## config.mk

```make
export PLATFORM = sky130hd
export DESIGN_NAME = psum_col_accumulator
export DESIGN_NICKNAME = d
export VERILOG_FILES = /design/src/rtl/psum_acc_pkg.sv /design/src/rtl/psum_lane_acc.sv /design/src/rtl/psum_col_accumulator.sv
export SDC_FILE = /design/constraint.sdc
export NUM_CORES = 1
export LEC_CHECK = 0
export CAP_MARGIN = 5
export CORE_MARGIN = 5
export CORE_UTILIZATION = 65
export DETAILED_ROUTE_END_ITERATION = 8
export DONT_BUFFER_PORTS = 1
export PLACE_DENSITY = 0.8
export SLEW_MARGIN = 30
export SYNTH_ARGS = -nofsm -noshare
export SYNTH_HDL_FRONTEND = slang
export SYNTH_SLANG_ARGS = --single-unit
export TNS_END_PERCENT = 50
```

## constraint.sdc

```tcl
create_clock -name clk -period 4 [get_ports clk]
set_input_delay 0.2 -clock clk [delete_from_list [all_inputs] [get_ports clk]]
set_output_delay 0.2 -clock clk [all_outputs]
set_load 0.02 [all_outputs]
```

## src/rtl/psum_acc_pkg.sv

```systemverilog
// Shared types and helpers for the column partial-sum accumulator.
package psum_acc_pkg;

    typedef enum logic [1:0] {
        IDLE     = 2'd0,
        ACCUM    = 2'd1,
        WAIT_OUT = 2'd2
    } state_t;

    localparam logic [3:0] WW_8 = 4'b1000;
    localparam logic [3:0] WW_4 = 4'b0100;

    // Number of independent fields packed into one fusion-unit word.
    function automatic logic [2:0] field_count(input logic [3:0] ww);
        case (ww)
            WW_8:    return 3'd1;
            WW_4:    return 3'd2;
            default: return 3'd4;
        endcase
    endfunction

endpackage

```

## src/rtl/psum_lane_acc.sv

```systemverilog
// One accumulator lane: unsigned add with clear, carry flag and wrap or clamp.
// Macro PSUM_ACC_SAT_EN selects clamping to all-ones on carry-out.
module psum_lane_acc #(
    parameter int unsigned ACC_WIDTH = 24
) (
    input  logic                 clk,
    input  logic                 rst_n,
    input  logic                 clr,
    input  logic                 en,
    input  logic [ACC_WIDTH-1:0] field,
    output logic [ACC_WIDTH-1:0] acc,
    output logic [ACC_WIDTH-1:0] sum_c,
    output logic                 carry_c
);

    logic [ACC_WIDTH:0] raw_c;

    always_comb begin
        raw_c   = {1'b0, acc} + {1'b0, field};
        carry_c = raw_c[ACC_WIDTH];
`ifdef PSUM_ACC_SAT_EN
        // Once clamped, any further non-zero add carries again, so the lane stays pinned.
        sum_c   = carry_c ? '1 : raw_c[ACC_WIDTH-1:0];
`else
        sum_c   = raw_c[ACC_WIDTH-1:0];
`endif
    end

    always_ff @(posedge clk) begin
        if (!rst_n) begin
            acc <= '0;
        end else if (clr) begin
            acc <= '0;
        end else if (en) begin
            acc <= sum_c;
        end
    end

endmodule

```

## src/rtl/psum_col_accumulator.sv

```systemverilog
// Column partial-sum accumulator: splits fusion-unit words into 1/2/4 lanes and sums them
// over acc_len beats into a single-entry valid/ready output. Lane clamping: PSUM_ACC_SAT_EN.
module psum_col_accumulator
    import psum_acc_pkg::*;
#(
    parameter int unsigned COL_WIDTH = 13,
    parameter int unsigned ACC_WIDTH = 24,
    parameter int unsigned CNT_WIDTH = 16
) (
    input  logic                   clk,
    input  logic                   rst_n,
    input  logic                   start,
    input  logic [3:0]             weight_width,
    input  logic [CNT_WIDTH-1:0]   acc_len,
    input  logic                   psum_valid,
    input  logic [4*COL_WIDTH-1:0] psum_in,
    output logic                   out_valid,
    input  logic                   out_ready,
    output logic [4*ACC_WIDTH-1:0] out_data,
    output logic                   busy,
    output logic                   overflow,
    output logic                   drop_err
);

    localparam int unsigned PSUM_W = 4 * COL_WIDTH;
    localparam int unsigned OUT_W  = 4 * ACC_WIDTH;

    state_t               state, state_n;
    logic [2:0]           nf_q;
    logic [CNT_WIDTH-1:0] len_q;
    logic [CNT_WIDTH-1:0] cnt;

    logic clr_c, add_c, load_new_c, load_held_c, final_c;

    logic [ACC_WIDTH-1:0] lane_field_c [4];
    logic [ACC_WIDTH-1:0] lane_acc     [4];
    logic [ACC_WIDTH-1:0] lane_sum_c   [4];
    logic [3:0]           lane_carry_c;
    logic [OUT_W-1:0]     sum_packed_c;
    logic [OUT_W-1:0]     acc_packed_c;

    // Field mux driven by the precision latched at start.
    always_comb begin
        for (int i = 0; i < 4; i++) lane_field_c[i] = '0;
        case (nf_q)
            3'd1: lane_field_c[0] = ACC_WIDTH'(psum_in);
            3'd2: begin
                lane_field_c[0] = ACC_WIDTH'(psum_in[2*COL_WIDTH-1:0]);
                lane_field_c[1] = ACC_WIDTH'(psum_in[PSUM_W-1:2*COL_WIDTH]);
            end
            default: begin
                for (int i = 0; i < 4; i++)
                    lane_field_c[i] = ACC_WIDTH'(psum_in[COL_WIDTH*i +: COL_WIDTH]);
            end
        endcase
    end

    for (genvar g = 0; g < 4; g++) begin : g_lane
        psum_lane_acc #(.ACC_WIDTH(ACC_WIDTH)) u_lane (
            .clk     (clk),
            .rst_n   (rst_n),
            .clr     (clr_c),
            .en      (add_c),
            .field   (lane_field_c[g]),
            .acc     (lane_acc[g]),
            .sum_c   (lane_sum_c[g]),
            .carry_c (lane_carry_c[g])
        );
        assign sum_packed_c[ACC_WIDTH*g +: ACC_WIDTH] = lane_sum_c[g];
        assign acc_packed_c[ACC_WIDTH*g +: ACC_WIDTH] = lane_acc[g];
    end

    assign final_c = (cnt == len_q - CNT_WIDTH'(1));

    // Next-state and control decode.
    always_comb begin
        state_n     = state;
        clr_c       = 1'b0;
        add_c       = 1'b0;
        load_new_c  = 1'b0;
        load_held_c = 1'b0;
        case (state)
            IDLE: begin
                if (start && (acc_len != '0)) begin
                    clr_c   = 1'b1;
                    state_n = ACCUM;
                end
            end
            ACCUM: begin
                if (psum_valid) begin
                    add_c = 1'b1;
                    if (final_c) begin
                        if (!out_valid || out_ready) begin
                            load_new_c = 1'b1;
                            state_n    = IDLE;
                        end else begin
                            state_n = WAIT_OUT;
                        end
                    end
                end
            end
            WAIT_OUT: begin
                // Lanes themselves hold the finished sum until the output frees.
                if (out_ready) begin
                    load_held_c = 1'b1;
                    state_n     = IDLE;
                end
            end
            default: state_n = IDLE;
        endcase
    end

    always_ff @(posedge clk) begin
        if (!rst_n) begin
            state     <= IDLE;
            busy      <= 1'b0;
            nf_q      <= 3'd4;
            len_q     <= '0;
            cnt       <= '0;
            overflow  <= 1'b0;
            drop_err  <= 1'b0;
            out_valid <= 1'b0;
            out_data  <= '0;
        end else begin
            state <= state_n;
            busy  <= (state_n != IDLE);

            if (clr_c) begin
                nf_q     <= field_count(weight_width);
                len_q    <= acc_len;
                cnt      <= '0;
                overflow <= 1'b0;
            end else if (add_c) begin
                cnt <= cnt + CNT_WIDTH'(1);
                if (|lane_carry_c) overflow <= 1'b1;
            end

            if ((state == WAIT_OUT) && psum_valid) drop_err <= 1'b1;

            // Handshake retires the current word; a same-cycle load replaces it with no bubble.
            if (out_valid && out_ready) out_valid <= 1'b0;
            if (load_new_c) begin
                out_valid <= 1'b1;
                out_data  <= sum_packed_c;
            end else if (load_held_c) begin
                out_valid <= 1'b1;
                out_data  <= acc_packed_c;
            end
        end
    end

endmodule
```

==> run_results.csv, run 1 <==
group,metric,value,unit
status,run_status,"finished, final reports clean",
synth,ys_seq_elements,233,
synth,synth_area_leaders,"dfxtp_1 33%, a21oi_1 7.2%, ha_1 6.8%",
power_and_ir_drop,vdd_drop_max,404,uV
layout,postLayoutCellArea,0.0154,sq mm
place,dpl.cell_count,1973,
place,placement.io_buffers,0,
synth,mapped_cell_area,0.0140,sq mm
place,dp_hpwl,27.7,mm
worst_setup_path,critical_path_at,4.26,ns
detailed_routing,drt.antenna.violating_nets,0,
layout,synthToLayoutAreaGrowth,9.89,%
detailed_routing,drt_iter0_drc,1078,
layout,stdcell_count,2051,
worst_setup_path,worst_path_max_delay_cell,"a2111oi_1",
timing,report.final.hold_viol_count,0,
synth,postSynth.topFlopCell,"dfxtp_1",
synth,yosysTopAreaCell,"dfxtp_1",
timing,grt_setup_unrepaired,"yes",
detailed_routing,finalWirelength,40.6,mm
detailed_routing,route.vias.total,13300,
clock_network,root_buffer,"clkbuf_16",
synth,netlist.area_leader.share,33.2,%
clock_network,clkSlewWorstSetupHoldPaths,0.06,ns
clock_network,numClockSinks,233,
layout,final_net_count,1912,
timing,setup_tns,0,ns
synth,synth.most_common_cell,"dfxtp_1",
synth,ys_warn_count,0,
synth,synthTopCellsByCount,"233 x dfxtp_1, 212 x nand2_1, 201 x a21oi_1",
timing,setup_viol_count_final,0,
detailed_routing,detail_route.first_pass.iterations,6,
worst_setup_path,worst_path_most_repeated_cell,"buf_4",
die,fp.dieH,157,um
global_route,grt_max_degree,75,
global_route,gr-usage-all-layers,31.9,%
global_route,grt_antenna_before_repair,0,
synth,syn_area_per_cell,7.91,sq um
die,fp-row-count,53,
synth,synth_edf_count,0,
timing,min_period,3.87,ns
global_route,grt-ovfl-total,0,
power_and_ir_drop,power.static_leakage,5.83,nW
global_route,grt_first_pass_wirelength,65.2,mm
worst_setup_path,critical_path.endpoint_type,"flop",
die,initial_utilization,66.4,%
job,drv.max_cap_violation_count,0,
place,post_dp_cell_area,0.0142,sq mm
synth,synthCells,1774,
synth,synth_nets,1931,
worst_setup_path,crit_buf_inv,2,
worst_setup_path,path_cells,"xor2_2 -> nand2b_4 -> buf_4 -> a22o_1 -> ha_1 -> a211oi_1 -> o211ai_1 -> a311oi_2 -> buf_4 -> a311oi_1 -> nor2_1 -> mux2i_1 -> a2111oi_1 -> o221ai_1",
worst_setup_path,start_kind,"flop",
timing,slew_headroom,31.0,%
timing,fmax,259,MHz
worst_setup_path,worstPathMaxFanout,21,
timing,max_slew.worst_pin.slew,1.03,ns
die,core_region_area,0.0212,sq mm
layout,final_util,72.9,%
synth,yosys.cell_types.count,79,
die,dieArea,0.0246,sq mm
clock_network,tritoncts,"built",
clock_network,cts_htree_levels,1,
power_and_ir_drop,power_density_over_the_cells,347,mW/mm^2
worst_setup_path,critical-path-max-stage-delay,0.48,ns
detailed_routing,drc_errors,0,
place,place.gp.congestion,0.993,
layout,post_route_cells_drive_above_1_share,5.86,%
timing,final-max-slew-violation-count,0,
clock_network,cts_made_buffers,26,
timing,hold_slack,0.0382,ns
detailed_routing,routed_via_density,6.47,
synth,ys_async_sr_fraction,0,%
worst_setup_path,critical_path_required,4.40,ns
timing,fin_crit_sh,96.7,%
worst_setup_path,critical_path.top_delay_family,"compound AO/OA/AOI/OAI gates",
die,boundaryPins,177,
worst_hold_path,min-delay-path-class,"in2reg",
clock_network,clockBufferDepth,3,
clock_network,clkLatencyLatePin,0.54,ns
worst_setup_path,worstSetupPathType,"reg2reg",
die,die_w,157,um
global_route,grt_pass1_vias,12700,
synth,ys_seq_area_share,33.2,%
detailed_routing,drt-wirelength-per-cell,19.8,um
timing,clock_skew,0.0142,ns
## worst reg2reg max path, stage by stage, from the launching register on
cell	delay (ns)
dfxtp_2	0.37
xor2_2	0.21
nand2b_4	0.13
buf_4	0.23
a22o_1	0.27
ha_1	0.29
a211oi_1	0.33
o211ai_1	0.21
a311oi_2	0.31
buf_4	0.20
a311oi_1	0.11
nor2_1	0.27
mux2i_1	0.13
a2111oi_1	0.48
o221ai_1	0.20
## what timing repair did
action,CTS,global route
pin swaps,1,1
cloned,1,0
hold buffers,25,0
setup endpoints to repair,10,21
endpoints found under the hold margin,54,0
gates resized for setup,3,7
buffers inserted,1,2
## cells by family after synthesis
logic type / after synthesis / share of synthesized area, %
mux: 25 / 1.78
fa+ha+maj: 80 / 7.35
simple gates: 674 / 23.2
buf+inv: 133 / 3.96
compound gates: 518 / 23.6
flops: 233 / 33.2
xor+xnor: 111 / 6.93
## flip-flops by register name (all words and copies together) (netlist names), 2 cells and up
signal             cells
g_lane.u_lane.acc     96
cnt                   16
nf_q                   3
len_q                 16
out_data              96
state                  2
## power by group
group	internal (mW)	switching, mW	total [mW]	leakage [nW]
clock	1.41	0.983	2.39	0.421
combinational	0.222	0.343	0.565	3.53
sequential	2.35	0.0366	2.39	1.88
## cell usage in the layout (no fill, tap or decap), types with 15 or more instances in the layout
cell	instances
nand2b_1	15
nor2_1	144
nor3_1	28
a211oi_1	23
nand4_1	16
mux2i_1	25
or3_1	20
xor2_1	30
inv_1	30
and3_1	22
xnor2_1	80
nor2b_1	17
a31oi_1	19
buf_4	26
a22oi_1	42
a21o_1	24
a21oi_1	200
dlygate4sd3_1	24
nand3_1	89
dfxtp_1	231
nand2_1	210
and2_1	59
o21ai_0	70
o21a_1	24
ha_1	76
clkbuf_16	27
## cell type report
cell class                      instances  area (sq um)
Multi-Input combinational cell       1408          8900
Fill cell                            1683          5730
Sequential cell                       233          4670
Clock buffer                           39           781
Timing Repair Buffer                   55           534
Tap cell                              275           344
Inverter                               31           118
Clock inverter                          9          78.8
Antenna cell                            1          2.50
## layer usage
metal	GRT usage, %	up-vias	share of wire (%)
met5	0	-	0
met4	9.75	0	3.3
met3	6.54	109	9.4
met2	53.7	578	46
met1	41.5	6229	41
li1	-	6351	-
## final timing paths
path,endpoint,slack (ns),start,cells after the start
worst min register to register,g_lane[0].u_lane.acc[12]$_SDFFE_PP0P_,0.48,g_lane[0].u_lane.acc[12]$_SDFFE_PP0P_,2
worst min-delay path,out_data[70]$_SDFFE_PN0P_,0.04,rst_n,2
worst max-delay path,out_data[47]$_SDFFE_PN0P_,0.13,nf_q[1]$_SDFFE_PN0P_,14
worst max register to register,out_data[47]$_SDFFE_PN0P_,0.13,nf_q[1]$_SDFFE_PN0P_,14
## per-stage QoR
stage	setup WS [ns]	power (mW)
floorplan	0.485	2.84
global placement	0.0370	2.94
detailed placement	-0.0656	2.95
CTS	0.0611	5.35
global route	-0.0281	5.52
finish	0.133	5.35
(Power assumes the default switching activity.)
==> run 2, diff against run 1 <==
- REMOVE_ABC_BUFFERS: default -> 1
==> run 2 against run 1 <==
Flip-flop and latch count is the same. Cell count about the same. Clock skew up 0.0034 ns. Register-to-register slack improved by 0.16 ns. Total power is 2.8% higher. Sequential power hardly changed. Maximum frequency grew 4.4%. Critical path type unchanged.
==> run_results.csv, run 2 (synthesized netlist as in run 1, its figures left out) <==
group,metric,value,unit
clock_network,numClockSinks,233,
clock_network,clkLatencyLatePin,0.54,ns
layout,synthToLayoutAreaGrowth,10.1,%
power_and_ir_drop,power_density_over_the_cells,356,mW/mm^2
layout,final_net_count,1910,
detailed_routing,drt-wirelength-per-cell,19.7,um
timing,report.final.hold_viol_count,0,
clock_network,clockBufferDepth,3,
timing,hold_slack,0.0308,ns
power_and_ir_drop,power.net_switching,1.38,mW
power_and_ir_drop,seqPwrFrac,43.4,%
die,dieArea,0.0246,sq mm
die,die_w,157,um
timing,grt_setup_unrepaired,"no",
place,place.gp.congestion,0.933,
global_route,gr-usage-all-layers,31.7,%
detailed_routing,drt.antenna.violating_nets,0,
die,fp.dieH,157,um
job,drv.max_cap_violation_count,0,
global_route,grt_max_degree,92,
timing,min_period,3.70,ns
detailed_routing,drt_iter0_drc,987,
timing,clock_skew,0.0176,ns
clock_network,tritoncts,"built",
worst_setup_path,critical_path_required,4.40,ns
worst_hold_path,min-delay-path-class,"in2reg",
layout,regArea,0.00466,sq mm
global_route,grt_antenna_before_repair,1,
timing,slew_headroom,33.5,%
clock_network,cts_made_buffers,26,
timing,timing.final.ws_setup,0.296,ns
power_and_ir_drop,power.share.switching,25.1,%
timing,fmax,270,MHz
clock_network,cts_htree_levels,1,
timing,final-max-slew-violation-count,0,
clock_network,clkSlewWorstSetupHoldPaths,0.06,ns
detailed_routing,routed_via_density,6.45,
layout,mostFrequentLayoutCells,"233 x dfxtp_1, 210 x nand2_1, 201 x a21oi_1",
layout,post_route_cells_drive_above_1_share,5.76,%
place,dp_hpwl,27.0,mm
status,run_status,"finished, final reports clean",
timing,fin_crit_sh,92.6,%
layout,biggestRegsByFlops,"g_lane.u_lane.acc x96, out_data x96",
power_and_ir_drop,vdd_drop_max,385,uV
detailed_routing,finalWirelength,40.4,mm
worst_setup_path,worstSetupPathType,"reg2reg",
layout,postLayoutCellArea,0.0154,sq mm
layout,layout.filler_cells,1669,
clock_network,root_buffer,"clkbuf_16",
global_route,grt_first_pass_wirelength,64.6,mm
die,initial_utilization,66.4,%
die,core_region_area,0.0212,sq mm
worst_setup_path,timing.rr.start,"nf_q[0]$_SDFFE_PN0P_",
power_and_ir_drop,power_report.internal_total,4.11,mW
worst_setup_path,critical_path_at,4.11,ns
timing,max_slew.worst_pin.slew,0.998,ns
detailed_routing,route.vias.total,13200,
layout,most_common_library_cell_in_the_layout_ignoring_fill_and_taps,"dfxtp_1",
timing,setup_viol_count_final,0,
power_and_ir_drop,p_comb_share,10.2,%
worst_setup_path,start_kind,"flop",
global_route,grt-ovfl-total,0,
die,boundaryPins,177,
layout,area_taken_by_multi_input_logic_gates,0.00892,sq mm
worst_hold_path,min_from,"rst_n",
worst_setup_path,worstPathMaxFanout,17,
global_route,grt_pass1_vias,12800,
place,dp_worst_setup_slack,-0.250,ns
place,placement.io_buffers,0,
worst_setup_path,critical_path.endpoint_type,"flop",
clock_network,postCtsSetupBuffers,0,
power_and_ir_drop,power.static_leakage,5.82,nW
detailed_routing,drc_errors,0,
die,fp-row-count,53,
power_and_ir_drop,power.share.clock,46.4,%
detailed_routing,detail_route.first_pass.iterations,5,
place,post_dp_cell_area,0.0142,sq mm
worst_setup_path,timing.critical_path.from,"nf_q[0]$_SDFFE_PN0P_",
run 2: cell types whose count changed in the layout (fill, tap and decap cells not counted), moves of 2 or more:
cell,before,now
bufinv_16,1,4
clkbuf_1,6,3
clkbuf_8,6,3
dfxtp_1,231,233
dfxtp_2,2,0
diode_2,1,3
run 2: power by group through the flow:
stage	Sequential, mW	Clock (mW)	Combinational (mW)
global route	2.39	2.67	0.614
CTS	2.39	2.57	0.546
finish	2.39	2.55	0.558
detailed placement	2.44	0	0.512
floorplan	2.43	0	0.397
global placement	2.43	0	0.503
run 2: per-stage QoR:
step / std cells / power [mW] / TNS (ns) / util, %
final: 2050 / 5.50 / 0 / 73.0
after global routing: 2048 / 5.68 / 0 / 73.0
after CTS: 2047 / 5.50 / 0 / 72.8
after detailed placement: 1975 / 2.95 / -1.86 / 67.2
after global placement: 1975 / 2.94 / -0.173 / 67.2
after floorplan: 1672 / 2.82 / -107.23 / -
run 2: final timing paths:
check	cells past startpoint	to	slack, ns
max reg2reg	15	g_lane[2].u_lane.acc[14]$_SDFFE_PP0P_	0.30
max	15	g_lane[2].u_lane.acc[14]$_SDFFE_PP0P_	0.30
min	2	out_data[70]$_SDFFE_PN0P_	0.03
min reg2reg	2	g_lane[0].u_lane.acc[13]$_SDFFE_PP0P_	0.48
run 2: area by class of cell:
class,instances,share of cell area (%)
Timing Repair Buffer,53,3.13
Antenna cell,3,0.0486
Clock inverter,14,1.17
Tap cell,275,2.23
Multi-Input combinational cell,1408,57.8
Sequential cell,233,30.2
Inverter,31,0.753
Clock buffer,33,4.71
run 2: worst max-delay path, cell delays in order, from the launching register on:
cell      delay (ns)
dfxtp_1         0.42
xor2_2          0.22
nand2b_4        0.17
buf_4           0.24
and2_1          0.17
ha_1            0.22
fa_1            0.43
a211o_1         0.29
a21oi_1         0.19
o21a_1          0.21
o21ai_0         0.13
o41ai_2         0.23
buf_4           0.25
or3_1           0.15
xor2_1          0.16
nor2_1          0.05
run 2: per-layer routing:
metal / up-vias / global-route usage, % / part of all wire, %
li1: 6351 / - / -
met1: 6245 / 40.5 / 42
met2: 509 / 52.5 / 45
met3: 109 / 6.85 / 9.1
met4: 0 / 12.1 / 4.0
met5: - / 0 / 0
run 2: what timing repair did:
action	CTS	global route
gates resized for setup	2	9
setup endpoints to repair	14	26
pin swaps	0	0
hold endpoints to repair	54	0
hold buffers	25	0
==> run 3, diff against run 2 <==
--- a/config.mk
+++ b/config.mk
@@ -9,6 +9,6 @@
 export CORE_MARGIN = 5
-export CORE_UTILIZATION = 65
+export CORE_UTILIZATION = 59
 export DETAILED_ROUTE_END_ITERATION = 8
 export DONT_BUFFER_PORTS = 1
-export PLACE_DENSITY = 0.8
+export PLACE_DENSITY = 0.77
 export REMOVE_ABC_BUFFERS = 1
==> constraint.sdc (replaced) <==
create_clock -name clk -period 3.4 [get_ports clk]
set_input_delay 0.68 -clock clk [delete_from_list [all_inputs] [get_ports clk]]
set_output_delay 0.68 -clock clk [all_outputs]
set_load 0.02 [all_outputs]
==> run 3 against run 2 <==
The flow now finishes with violations (setup timing). Critical path depth did not move. Sequential power grew 18%. Maximum frequency rose by 8.6%. Wire length grew 3.4%. Clock power rose by 30%. Flip-flop and latch count unchanged. Critical path type unchanged. Via count up 2.1%. Register-to-register slack lost 0.31 ns. Largest power group unchanged. Non-clock buffer count up 51.
==> run_results.csv, run 3 (synthesized netlist as in run 1, its figures left out) <==
group,metric,value,unit
timing,max_slew.worst_pin.slew,0.923,ns
global_route,grt_antenna_before_repair,0,
layout,layout.filler_cells,1914,
job,drv.max_cap_violation_count,0,
layout,post_route_cells_drive_above_1_share,12.7,%
worst_setup_path,critical_path_at,3.88,ns
detailed_routing,route.vias.total,13500,
place,post_dp_cell_area,0.0148,sq mm
place,placement.io_buffers,0,
clock_network,clockBufferDepth,3,
die,boundaryPins,177,
layout,n_antenna_cell,0,
place,dpl.cell_count,2081,
status,run_status,"finished with violations",
clock_network,tritoncts,"built",
detailed_routing,drt_iter0_drc,1298,
timing,fmax,293,MHz
global_route,grt_first_pass_wirelength,65.9,mm
clock_network,numClockSinks,233,
worst_setup_path,worstSetupPathType,"reg2reg",
clock_network,cts_htree_levels,1,
global_route,grt_pass1_vias,12500,
timing,timing.final.ws_setup,-0.0101,ns
layout,most_common_library_cell_in_the_layout_ignoring_fill_and_taps,"dfxtp_1",
die,initial_utilization,59.8,%
clock_network,clkLatencyLatePin,0.53,ns
power_and_ir_drop,vdd_drop_max,567,uV
power_and_ir_drop,fin_total_pwr,6.82,mW
clock_network,cts_hold_repair.buffers,0,
die,core_region_area,0.0235,sq mm
timing,grt_setup_unrepaired,"yes",
place,place.gp.congestion,0.940,
worst_setup_path,start_kind,"flop",
clock_network,root_buffer,"clkbuf_16",
die,fp-row-count,56,
global_route,gr-usage-all-layers,29.7,%
timing,min_period,3.41,ns
die,die_w,164,um
layout,mostFrequentLayoutCells,"231 x dfxtp_1, 208 x nand2_1, 194 x a21oi_1",
clock_network,clkSlewWorstSetupHoldPaths,0.06,ns
status,failed_checks,"setup timing",
die,dieArea,0.0270,sq mm
timing,clock_skew,0.0159,ns
detailed_routing,routed_via_density,6.30,
timing,slew_headroom,38.4,%
power_and_ir_drop,power.static_leakage,6.24,nW
global_route,grt-ovfl-total,0,
layout,final_net_count,1962,
worst_setup_path,critical_path_required,3.87,ns
layout,postLayoutCellArea,0.0164,sq mm
power_and_ir_drop,power_density_over_the_cells,416,mW/mm^2
timing,setup_viol_count_final,4,
layout,stdcell_count,2142,
layout,synthToLayoutAreaGrowth,16.8,%
worst_hold_path,min-delay-path-class,"in2reg",
detailed_routing,detail_route.first_pass.iterations,6,
detailed_routing,drt-wirelength-per-cell,19.5,um
detailed_routing,drt.antenna.violating_nets,0,
clock_network,cts_made_buffers,27,
timing,report.final.hold_viol_count,0,
detailed_routing,drc_errors,0,
place,dp_hpwl,28.7,mm
detailed_routing,finalWirelength,41.8,mm
worst_setup_path,critical_path.endpoint_type,"flop",
timing,fin_crit_sh,100,%
layout,biggestRegsByFlops,"g_lane.u_lane.acc x96, out_data x96",
die,fp.dieH,164,um
timing,final-max-slew-violation-count,0,
worst_setup_path,worstPathMaxFanout,8,
global_route,grt_max_degree,78,
run 3: power breakdown:
part / switching [mW] / internal (mW) / leakage, nW
combinational: 0.410 / 0.292 / 3.86
sequential: 0.0420 / 2.76 / 1.88
clock: 1.16 / 2.16 / 0.498
total: 1.61 / 5.21 / 6.24
run 3: path summary, 6_finish.rpt:
path	start	slack [ns]	depth (start not counted)	to
setup / recovery	nf_q[0]$_SDFFE_PN0P_	-0.01	15	out_data[91]$_SDFFE_PN0P_
hold / removal	rst_n	0.28	1	out_data[67]$_SDFFE_PN0P_
setup reg to reg	nf_q[0]$_SDFFE_PN0P_	-0.01	15	out_data[91]$_SDFFE_PN0P_
hold reg to reg	g_lane[2].u_lane.acc[7]$_SDFFE_PP0P_	0.48	2	g_lane[2].u_lane.acc[7]$_SDFFE_PP0P_
run 3: cell type report:
type	count	area, sq um	share of cell area (%)
multi-input cells	1408	9250	56.4
flip-flops and latches	233	4670	28.5
repair buffers	104	945	5.76
clock buffers	36	759	4.63
well taps	319	399	2.43
clock inverters	11	255	1.56
inverters	31	116	0.709
run 3: what timing repair did:
item,CTS,global route
setup endpoints to repair,38,68
pin swaps,8,36
setup buffers,10,2
resized for setup,22,63
gates cloned,1,2
run 3: per-stage QoR:
| stage | TNS [ns] | hold WS, ns | setup slack [ns] | utilization, % |
|---|---|---|---|---|
| 3_3_place_gp | -0.598 | 0.461 | -0.101 | 63.2 |
| 5_1_grt | -1.86 | 0.262 | -0.125 | 69.9 |
| 4_1_cts | -0.166 | 0.257 | -0.0437 | 68.1 |
| 3_5_place_dp | -1.11 | 0.469 | -0.129 | 63.2 |
| 2_1_floorplan | -249.98 | 0.449 | -2.29 | - |
| 6_report | -0.0246 | 0.278 | -0.0101 | 69.9 |
run 3: metal layers:
layer / global-route usage [%] / vias up / wire, um / share of wire (%)
li1: - / 6454 / - / -
met4: 9.80 / 0 / 1490 / 3.6
met5: 0 / - / 0 / 0
met3: 6.83 / 100 / 4280 / 10
met1: 40.0 / 6375 / 17400 / 42
met2: 47.1 / 558 / 18600 / 45
run 3: worst max-delay path, cell delays in order (launching register included):
cell and delay, ns:
dfxtp_4 0.36, xor2_2 0.16, nand2b_1 0.11, buf_6 0.16
clkbuf_16 0.16, and2_4 0.17, ha_4 0.26, nand4_1 0.13
or4_4 0.56, and4_4 0.19, o31ai_4 0.25, nand3_1 0.12
buf_6 0.16, or3_1 0.31, a21oi_1 0.14, o21a_1 0.12
